===== config.mk =====
export PLATFORM = sky130hd
export DESIGN_NAME = jk_bank_arbiter_flat
export DESIGN_NICKNAME = d
export VERILOG_FILES = /design/src/rtl/jk_bank_arbiter_if.sv /design/src/rtl/jk_bank_arbiter.sv /design/src/flat_wrapper.sv
export SDC_FILE = /design/constraint.sdc
export NUM_CORES = 1
export LEC_CHECK = 0
export ABC_AREA = 0
export BUFFER_PORTS_ARGS = -buffer_cell sky130_fd_sc_hd__buf_2
export CAP_MARGIN = 10
export CORE_ASPECT_RATIO = 0.8
export CORE_MARGIN = 2
export CORE_UTILIZATION = 25
export CTS_BUF_LIST = sky130_fd_sc_hd__clkbuf_16
export CTS_CLUSTER_SIZE = 20
export DETAILED_ROUTE_END_ITERATION = 8
export PLACE_DENSITY = 0.49
export SYNTH_ARGS = -nofsm -noshare
export SYNTH_HDL_FRONTEND = slang
export SYNTH_SLANG_ARGS = --single-unit

===== constraint.sdc =====
create_clock -name clk -period 2.3 [get_ports clk]
set_input_delay 0.115 -clock clk [delete_from_list [all_inputs] [get_ports clk]]
set_output_delay 0.115 -clock clk [all_outputs]
set_load 0.03 [all_outputs]

===== src/rtl/jk_bank_arbiter_if.sv =====
// Purpose : bundle of the requester-side and bank-side signals of jk_bank_arbiter.
// Latency : n/a (wires only).
// Backpressure: none; a requester holds req until it observes its gnt bit.
// Ports   : req/op/mask/lock driven by requesters; gnt/J/K/Q driven by the arbiter.
//           master = requester view, slave = arbiter view.
interface jk_bank_arbiter_if #(
  parameter int WIDTH = 4,
  parameter int NREQ  = 4
);
  logic [NREQ-1:0]       req;
  logic [2*NREQ-1:0]     op;
  logic [WIDTH*NREQ-1:0] mask;
  logic [NREQ-1:0]       lock;
  logic [NREQ-1:0]       gnt;
  logic [WIDTH-1:0]      J;
  logic [WIDTH-1:0]      K;
  logic [WIDTH-1:0]      Q;

  modport master (
    output req, op, mask, lock,
    input  gnt, J, K, Q
  );

  modport slave (
    input  req, op, mask, lock,
    output gnt, J, K, Q
  );
endinterface


===== src/rtl/jk_bank_arbiter.sv =====
// Purpose : round-robin arbiter sharing one WIDTH-bit JK flip-flop bank among NREQ requesters.
// Latency : req -> gnt/J/K 1 cycle; req -> Q change 2 cycles; one grant per cycle.
// Backpressure: requesters hold req until their gnt bit is seen; the current grantee is not eligible.
// Ports   : clk, rst (synchronous, active-high); bus (jk_bank_arbiter_if.slave):
//           req/op/mask/lock in, gnt (one-hot, registered), J/K (registered), Q (bank state) out.
// Option  : define JK_ARB_LOCK_EN to let a granted requester with lock=1 keep the grant.
module jk_bank_arbiter #(
  parameter int WIDTH = 4,
  parameter int NREQ  = 4
) (
  input  logic            clk,
  input  logic            rst,
  jk_bank_arbiter_if.slave bus
);

  localparam int PW = (NREQ > 1) ? $clog2(NREQ) : 1;

  logic [PW-1:0]    ptr_q, ptr_d;
  logic [NREQ-1:0]  gnt_q, gnt_d;
  logic [WIDTH-1:0] j_q, k_q, q_q;
  logic [WIDTH-1:0] j_d, k_d;

  logic [NREQ-1:0]  elig;
  logic             win_vld;
  logic [PW-1:0]    win_idx;
  logic [PW-1:0]    cand;
  int               scan_idx;

  logic             hold_vld;
  logic [PW-1:0]    hold_idx;

  logic             sel_vld;
  logic [PW-1:0]    sel_idx;
  logic             adv;
  logic [1:0]       op_sel;
  logic [WIDTH-1:0] mask_sel;

  // Round-robin scan starting at the pointer. The current grantee is masked
  // out so a requester still dropping req is never granted twice.
  always_comb begin
    elig     = bus.req & ~gnt_q;
    win_vld  = 1'b0;
    win_idx  = '0;
    cand     = '0;
    scan_idx = 0;
    for (int k = 0; k < NREQ; k++) begin
      scan_idx = int'(ptr_q) + k;
      if (scan_idx >= NREQ) scan_idx = scan_idx - NREQ;
      cand = PW'(scan_idx);
      if (!win_vld && elig[cand]) begin
        win_vld = 1'b1;
        win_idx = cand;
      end
    end
  end

`ifdef JK_ARB_LOCK_EN
  // A locked grantee keeps the bank; it overrides the pointer scan.
  always_comb begin
    hold_vld = |(gnt_q & bus.req & bus.lock);
    hold_idx = '0;
    for (int i = 0; i < NREQ; i++) begin
      if (gnt_q[i]) hold_idx = PW'(i);
    end
  end
`else
  logic unused_lock;
  assign unused_lock = ^bus.lock;
  assign hold_vld    = 1'b0;
  assign hold_idx    = '0;
`endif

  // Final selection and J/K formation from the winner's op and mask.
  always_comb begin
    sel_vld  = 1'b0;
    sel_idx  = '0;
    adv      = 1'b0;
    op_sel   = 2'b00;
    mask_sel = '0;
    gnt_d    = '0;
    j_d      = '0;
    k_d      = '0;
    ptr_d    = ptr_q;

    if (hold_vld) begin
      sel_vld = 1'b1;
      sel_idx = hold_idx;
    end else if (win_vld) begin
      sel_vld = 1'b1;
      sel_idx = win_idx;
      adv     = 1'b1;
    end

    for (int i = 0; i < NREQ; i++) begin
      if (sel_idx == PW'(i)) begin
        op_sel   = bus.op[2*i +: 2];
        mask_sel = bus.mask[WIDTH*i +: WIDTH];
      end
    end

    if (sel_vld) begin
      gnt_d = {{(NREQ-1){1'b0}}, 1'b1} << sel_idx;
      j_d   = mask_sel & {WIDTH{op_sel[1]}};
      k_d   = mask_sel & {WIDTH{op_sel[0]}};
    end

    if (adv) begin
      ptr_d = (sel_idx == PW'(NREQ-1)) ? '0 : sel_idx + PW'(1);
    end
  end

  always_ff @(posedge clk) begin
    if (rst) begin
      gnt_q <= '0;
      j_q   <= '0;
      k_q   <= '0;
      q_q   <= '0;
      ptr_q <= '0;
    end else begin
      gnt_q <= gnt_d;
      j_q   <= j_d;
      k_q   <= k_d;
      ptr_q <= ptr_d;
      // Characteristic JK equation: set on J, clear on K, toggle on both.
      q_q   <= (j_q & ~q_q) | (~k_q & q_q);
    end
  end

  assign bus.gnt = gnt_q;
  assign bus.J   = j_q;
  assign bus.K   = k_q;
  assign bus.Q   = q_q;

endmodule


===== src/flat_wrapper.sv =====
// flat-port wrapper written by rule: the top's interface ports become plain ports
module jk_bank_arbiter_flat 
#(
  parameter int WIDTH = 4,
  parameter int NREQ  = 4
)
  (clk, rst, bus_req, bus_op, bus_mask, bus_lock, bus_gnt, bus_J, bus_K, bus_Q);
  jk_bank_arbiter_if #(.WIDTH(WIDTH), .NREQ(NREQ)) bus_i ();
  input  logic clk;
  input  logic rst;
  input wire logic [$bits(bus_i.req)-1:0] bus_req;
  input wire logic [$bits(bus_i.op)-1:0] bus_op;
  input wire logic [$bits(bus_i.mask)-1:0] bus_mask;
  input wire logic [$bits(bus_i.lock)-1:0] bus_lock;
  output wire logic [$bits(bus_i.gnt)-1:0] bus_gnt;
  output wire logic [$bits(bus_i.J)-1:0] bus_J;
  output wire logic [$bits(bus_i.K)-1:0] bus_K;
  output wire logic [$bits(bus_i.Q)-1:0] bus_Q;
  assign bus_i.req = bus_req;
  assign bus_i.op = bus_op;
  assign bus_i.mask = bus_mask;
  assign bus_i.lock = bus_lock;
  assign bus_gnt = bus_i.gnt;
  assign bus_J = bus_i.J;
  assign bus_K = bus_i.K;
  assign bus_Q = bus_i.Q;
  jk_bank_arbiter #(.WIDTH(WIDTH), .NREQ(NREQ)) u_core (.clk(clk), .rst(rst), .bus(bus_i));
endmodule

Word-level counts from Yosys, hierarchy flattened
Cells that the tools add are included.
- $add $sub $neg: 8
- $lt $le $gt $ge: 8
- equality and inequality tests: 3
- shift operators: 1
- mux-type cells: 31
- bitwise operators: 10
- reduce and logical (&&, ||, !) cells: 8
- operators by type and width (operator ; number):
    2-bit two-way mux ; 14
    4-bit AND ; 5
    4-bit two-way mux ; 4
    2-bit by 3-bit less-than comparator with 1-bit output (second input constant) ; 4
    4-bit NOT ; 3
    3-bit >= comparator (second input constant) ; 3
    1-bit two-way mux ; 9
    1-bit binary-select mux with 2-bit select ; 4
    2-bit by 1-bit subtractor with 2-bit output (second input constant) ; 4
    2-bit by 2-bit adder with 3-bit output (second input constant) ; 2
    2-bit == test (second input constant) ; 2
    4-bit OR ; 1
    1-bit by 2-bit left shift with 4-bit output (first input constant) ; 1
    2-bit by 1-bit adder with 3-bit output (second input constant) ; 1
    2-bit by 3-bit >= comparator with 1-bit output (second input constant) ; 1
    1-bit logical AND ; 3
    1-bit logical NOT ; 3
    2-bit by 1-bit adder with 2-bit output (second input constant) ; 1
    2-bit by 1-bit == test with 1-bit output (second input constant) ; 1
    2-bit logical NOT ; 1
    2-bit OR reduction ; 1
    1-bit NOT ; 1
- bits in registers: 18
- bits of input ports: 34
- logic and storage cells: 74

Longest topological paths before layout
Gate-level depths: netlist (run 1).
- depth after elaboration: 21
- mapped depth: 10
- depth with buffers taken out: 9

Least setup slack after synthesis (run 1)
Ideal clock, no wire load.
- kind: reg2reg
- from: register u_core.gnt_q[0], in the netlist u_core.bus.gnt[0]
- to: register u_core.k_q[0], in the netlist u_core.bus.K[0]
- setup time: 65 ps
- arrival time: 2355 ps
- path slack: -121 ps
- stages on the path, launching flop included: 11
- path buffers: 1
- clock period less this slack: 2421 ps
- cells stage by stage: dfxtp_1 -> and3b_1 -> a21o_1 -> a221oi_4 -> and2_1 -> ha_1 -> buf_2 -> a21oi_1 -> a221oi_1 -> o21ai_1 -> nor2_1
- longest elaborated chain between the ends: 21
- elaborated cells on any way between the ends: 41
- ends and longest elaborated chain (what ; RTL line ; text):
    start: declaration ; jk_bank_arbiter.sv:19 ; logic [NREQ-1:0] gnt_q, gnt_d;
    start signal: assignment ; jk_bank_arbiter.sv:120 ; gnt_q <= gnt_d;
    4-bit NOT * ; jk_bank_arbiter.sv:41 ; elig = bus.req & ~gnt_q;
    4-bit AND * ; jk_bank_arbiter.sv:41 ;
    1-bit binary-select mux with 2-bit select ; jk_bank_arbiter.sv:50 ; if (!win_vld && elig[cand]) begin
    1-bit two-way mux (implied by the code) ; jk_bank_arbiter.sv:50 ;
    1-bit two-way mux ; jk_bank_arbiter.sv:50 ;
    1-bit logical NOT ; jk_bank_arbiter.sv:50 ;
    1-bit logical AND ; jk_bank_arbiter.sv:50 ;
    1-bit two-way mux ; jk_bank_arbiter.sv:50 ;
    (+3 left out) ; -- ;
    1-bit logical NOT ; jk_bank_arbiter.sv:50 ;
    1-bit logical AND ; jk_bank_arbiter.sv:50 ;
    2-bit two-way mux / 1-bit two-way mux (equally long branches) ; jk_bank_arbiter.sv:50 ;
    2-bit two-way mux * ; jk_bank_arbiter.sv:88 ; end else if (win_vld) begin
    named net u_core.sel_idx[0] ; jk_bank_arbiter.sv:33 ; logic [PW-1:0] sel_idx;
    2-bit logical NOT ; jk_bank_arbiter.sv:95 ; if (sel_idx == PW'(i)) begin
    4-bit two-way mux / 2-bit two-way mux (equally long branches) (4 in a row) ; jk_bank_arbiter.sv:95 ;
    4-bit AND * ; jk_bank_arbiter.sv:104 ; k_d = mask_sel & {WIDTH{op_sel[0]}};
    end signal: assignment ; jk_bank_arbiter.sv:122 ; k_q <= k_d;
    end: declaration ; jk_bank_arbiter.sv:20 ; logic [WIDTH-1:0] j_q, k_q, q_q;
The timed path passes the listed nets; every way through them passes the cells marked *. The select of a mux whose other input is x is not followed.
A chain may end at the register's enable or synchronous reset.

Worst setup path after layout (run 1)
- from: register u_core.ptr_q[1]
- to: register u_core.j_q[0], in the netlist u_core.bus.J[0]
- longest elaborated chain between the ends: 21
- elaborated cells on any way between the ends: 54
- ends and longest elaborated chain (what ; RTL line ; text):
    start: declaration ; jk_bank_arbiter.sv:18 ; logic [PW-1:0] ptr_q, ptr_d;
    start signal: assignment ; jk_bank_arbiter.sv:123 ; ptr_q <= ptr_d;
    parallel branches: the longest is 14 deep, another holds 2-bit by 1-bit adder with 3-bit output ; -- ;
    2-bit two-way mux * ; jk_bank_arbiter.sv:88 ;
    named net u_core.sel_idx[0] ; jk_bank_arbiter.sv:33 ;
    2-bit logical NOT ; jk_bank_arbiter.sv:95 ;
    4-bit two-way mux / 2-bit two-way mux (equally long branches) (4 in a row) ; jk_bank_arbiter.sv:95 ;
    4-bit AND * ; jk_bank_arbiter.sv:103 ; j_d = mask_sel & {WIDTH{op_sel[1]}};
    end signal: assignment ; jk_bank_arbiter.sv:121 ; j_q <= j_d;
    end: declaration ; jk_bank_arbiter.sv:20 ;
Mark *: on every way through the listed nets, which the timed path passes. The select of a mux whose other input is x is not followed.

==> results of run 1 <==
-- metrics by stage --
stage          setup WS [ps]  instance area, um^2  setup TNS, ps
6_report               123.3                 1498              0
5_1_grt               -43.01                 1498         -117.4
4_1_cts                1.285                 1385              0
3_5_place_dp          -108.1                 1291         -583.0
3_3_place_gp          -64.41                 1291         -299.2
2_1_floorplan          18.42                940.9              0
-- synth_stat cells (all sizes together) --
cell    number
ha           4
o21ai        5
nor2b        2
and2         4
a221oi       4
a21o         1
nor2        16
a211oi       1
dfxtp       18
a41oi        1
nand2        2
clkbuf       2
nand2b       4
nand4        1
nor3         3
and3b        1
inv         11
mux2i        5
buf          2
a21oi        7
nor3b        2
nand3b       3
a22oi        3
and3         1
o22ai        1
a221o        2
o21a         1
-- path summary, 6_finish.rpt --
path                                 startpoint              end
worst min register to register  u_core.bus.K[1]  u_core.bus.Q[1]
worst min-delay path               bus_mask[12]  u_core.bus.K[0]
worst max register to register  u_core.ptr_q[1]  u_core.bus.J[0]
worst max-delay path            u_core.ptr_q[1]  u_core.bus.J[0]
-- area by class of cell --
class / instances / area share [%]
Clock inverter: 1 / 0.2506
Clock buffer: 3 / 5.013
Multi-Input combinational cell: 74 / 42.36
Tap cell: 42 / 3.509
Sequential cell: 18 / 24.56
Inverter: 11 / 2.757
Timing Repair Buffer: 58 / 21.55
-- kinds of logic (layout without fill, tap and decap cells) --
logic type,after synthesis,count (layout),share of synthesized area (%)
AO/OA/AOI/OAI,26,26,21.46
AND/OR/NAND/NOR,39,39,22.54
adder cells (fa/ha/maj),4,4,5.398
flip-flops,18,18,38.87
multiplexers,5,5,5.398
buffers and inverters,15,73,6.343
-- routing by layer --
metal,share of wire [%],vias up,wire length (um),global-route usage [%]
met5,0,-,0,0
met4,1.9,0,46,5.660
met3,6.1,4,151,2.226
met2,43,35,1067,16.38
met1,49,428,1198,16.11
li1,-,486,-,-
-- power by group through the flow --
stage          registers, uW  clock network (uW)  logic [uW]
6_report                 476                 347        1250
3_3_place_gp             476                   0        1040
4_1_cts                  473                 353        1090
3_5_place_dp             480                   0        1060
5_1_grt                  490                 367        1360
2_1_floorplan            648                   0         540
-- tightest hold or removal path: stages --
cell	delay, ps
buf_2	80
a22oi_2	70
nor2_1	80
-- flip-flops by register name (all words and copies together) (netlist names) --
signal / flops
u_core.bus.gnt: 4
u_core.bus.J: 4
u_core.ptr_q: 2
u_core.bus.K: 4
u_core.bus.Q: 4
-- what timing repair did --
action | CTS | global route
resized for setup | 3 | 23
hold endpoints to repair | 0 | 0
endpoints found under the setup margin | 8 | 8
gates cloned | 0 | 0
buffers inserted | 0 | 1
pin swaps | 0 | 9
==> reports/metrics.cfg, run 1 <==
[timing]
worst_pin_slew_ps=515.8
holdWs_ps=137.6
finalHoldViolations=0
relSlewSlack_pct=65.16
drv_slew=0
fin_skew_ps=5.627
final.period_utilization_pct=94.64
min_period_ps=2177
setup_viol=0
rsz0062_at_grt=yes
fmax_mhz=459.4

[cts]
clkSinkCount=18
clk_latency_ps=250
cts_hold_buf=0
clock_path_buffers=2
cts_root_buf=clkbuf_16
htree_num_levels=1
path_clk_slew_ps=50
cts_tree=done
cts_buffers=3

[setup_path]
crit_path_frequent_cell=a221oi_4
start_kind=flip-flop
cp.depth=10
slowest_delay_ps=340
crit_arrival_ps=2310
cp_top_family=compound AO/OA/AOI/OAI gates
rrSetupSlack_ps=120
end_kind=flip-flop
path_cells=and3b_1 -> a21o_1 -> a221oi_4 -> and2_4 -> ha_4 -> buf_4 -> nand3b_1 -> a221oi_4 -> o21ai_2 -> nor2_1
crit_path_top_delay_cell=dfxtp_2
worst-path-buf-inv=1
worstSetupPathType=flip-flop to flip-flop
r2r_cells=10
cp_max_fo=7
cp.required_ps=2440

[synth]
avgSynthCellArea_um2=8.665
yosysUniqueCellTypes=31
synth_fp_nets=145
synthesis.area_um2=927.1
yosysWarnings=0
netlist_top_cells_area=dfxtp_1, nor2_1, ha_1, mux2i_1, inv_1
synth_area_leader_cell=dfxtp_1
ys_seq_elements=18
synth_top_cell_area_share_pct=38.87
synth-seq-area-share_pct=38.87
synthCells=107

[final_layout]
layout_common_cells=buf_2, nor2_1, dfxtp_1, buf_4, inv_1
final_nets=204
multiInputGateArea_um2=634.4
fillers=328
final_util_pct=42.86
regArea_um2=367.9
drive_gt1_share_pct=53.33
instances_no_fill=207
layout_commonest_cell=buf_2
area_delta_synth_final_pct=61.54
diodes=0

[global_routing]
grt-ovfl-total=0
grt_pass1_vias=837
grt_pass1_wl_mm=3.684
antenna_found_initial=0
track_usage_pct=11.36
grt_max_degree=11

[place]
dp.cells=202
dp_hpwl_mm=1.919
gp_congestion=0.7032
port_buffers=45

[floorplanning]
start_util_pct=26.53
die_h_um=58.47
core.rowCount=19
die_x_um=72.09
dieArea_um2=4215
core_area_um2=3495
pin_count=50

[power_and_ir_drop]
p_comb_share_pct=60.3
p_seq_share_pct=23.0
irDropWorstVdd_mv=0.4150
intPower_uw=1210
total_power_uw=2072
power_switching_share_pct=41.59
p_clk_share_pct=16.8
p_switching_uw=861.7
powerDensity_nw_per_um2=1383
p_leak_uw=0.0006987

[flow_run]
drv_cap=0

[routing]
wl_per_cell_um=11.90
drtAntennaViolNets=0
wl_mm=2.464
vias=953
dr.pass1.iters=4
dr.first_iter.drc_count=38
remaining_drc_errors=0
via_per_inst=4.604

[status]
status=complete, no violations

[worst_hold_path]
hold_path_class=input port to flip-flop
holdPathStages=3

Power figures use the tool's default switching activity.
==> inputs of run 2 (changes only) <==
BUFFER_PORTS_ARGS = -buffer_cell sky130_fd_sc_hd__clkbuf_2   (was -buffer_cell sky130_fd_sc_hd__buf_2)
RECOVER_POWER = 50   (was default)
==> reports/metrics.cfg, run 2 (synthesized netlist as in run 1, its figures left out) <==
[floorplanning]
dieArea_um2=4215
core.rowCount=19
pin_count=50
core_area_um2=3495
die_x_um=72.09
die_h_um=58.47
start_util_pct=26.53

[final_layout]
instances_no_fill=210
layout_common_cells=clkbuf_2, nor2_1, buf_4, dfxtp_1
final_util_pct=44.25
diodes=0
layout_commonest_cell=clkbuf_2
drive_gt1_share_pct=50.60
final_nets=207
area_delta_synth_final_pct=66.80

[setup_path]
worst-path-buf-inv=1
slowest_delay_ps=350
path_cells=and3b_2 -> a21o_1 -> a221oi_4 -> and2_4 -> ha_4 -> buf_4 -> nand3b_1 -> a221oi_4 -> o21ai_2 -> nor2_1
start_kind=flip-flop
cp.required_ps=2440
crit_path_frequent_cell=a221oi_4
cp_top_family=compound AO/OA/AOI/OAI gates
crit_arrival_ps=2330
crit_path_top_delay_cell=a221oi_4
worstSetupPathType=flip-flop to flip-flop
cp_max_fo=7
end_kind=flip-flop

[timing]
holdWs_ps=142.7
rsz0062_at_grt=yes
final.period_utilization_pct=95.46
finalHoldViolations=0
worst_slack_ps=104.5
relSlewSlack_pct=61.55
drv_slew=0
fin_skew_ps=2.430
tns_ps=0
fmax_mhz=455.5
setup_viol=0
worst_pin_slew_ps=569.3
min_period_ps=2196

[place]
pre_cts_slack_ps=-107.1
dp.cells=203
gp_congestion=0.7188
port_buffers=45
dp_hpwl_mm=1.956

[global_routing]
grt_pass1_wl_mm=4.098
grt-ovfl-total=0
grt_max_degree=11
grt_pass1_vias=968
track_usage_pct=12.38
antenna_found_initial=0

[routing]
dr.pass1.iters=4
drtAntennaViolNets=0
remaining_drc_errors=0
dr.first_iter.drc_count=18
vias=946
wl_mm=2.567
via_per_inst=4.505
wl_per_cell_um=12.22

[cts]
cts_buffers=3
htree_num_levels=1
clock_path_buffers=2
path_clk_slew_ps=50
cts_tree=done
clk_latency_ps=250
cts_root_buf=clkbuf_16
clkSinkCount=18

[power_and_ir_drop]
irDropWorstVdd_mv=0.4804
p_leak_uw=0.0006822
powerDensity_nw_per_um2=1396

[status]
status=complete, no violations

[flow_run]
drv_cap=0

[worst_hold_path]
hold_path_class=input port to flip-flop

-- run 2: report_power, final --
| part | switching (uW) | total, uW | internal, uW |
|---|---|---|---|
| Clock | 112 | 343 | 231 |
| Combinational | 730 | 1340 | 607 |
| Sequential | 58.6 | 479 | 420 |
-- run 2: cell type report --
| type | instances | area [um^2] |
|---|---|---|
| timing repair buffer | 61 | 336.6 |
| clock inverter | 1 | 3.754 |
| sequential | 18 | 370.4 |
| fill | 365 | 1948 |
| inverter | 11 | 41.29 |
| multi-input combinational | 74 | 666.9 |
| clock buffer | 3 | 75.07 |
| tap | 42 | 52.55 |
-- run 2: worst paths after layout --
path	cells after the start	slack, ps	end	startpoint
hold reg to reg	1	440	u_core.bus.Q[1]	u_core.bus.K[1]
hold / removal	3	140	u_core.bus.K[3]	bus_mask[15]
setup / recovery	10	100	u_core.bus.J[0]	u_core.bus.gnt[0]
setup reg to reg	10	100	u_core.bus.J[0]	u_core.bus.gnt[0]
-- run 2: metal layers --
metal	up-vias	track usage [%]	wire, um
met5	-	0	0
met4	0	5.930	44
met3	5	3.082	163
met2	36	19.13	1152
met1	411	16.21	1206
li1	494	-	-
-- run 2: metrics by stage --
step                total power [uW]  area [um^2]
floorplan                       1188        940.9
global placement                1518         1299
detailed placement              1534         1299
CTS                             1936         1400
global route                    2322         1546
finish                          2159         1546
-- run 2: timing repair --
item                                    4_1_cts  5_1_grt
endpoints found under the setup margin        8        8
gates resized for setup                       5       28
setup buffers                                 0        3
pin swaps                                     0       15
hold buffers                                  0        0
-- run 2: worst reg2reg max path, cell delays in order (launching register included) --
cell	delay (ps)
dfxtp_4	340
and3b_2	210
a21o_1	180
a221oi_4	350
and2_4	220
ha_4	190
buf_4	130
nand3b_1	150
a221oi_4	90
o21ai_2	170
nor2_1	70
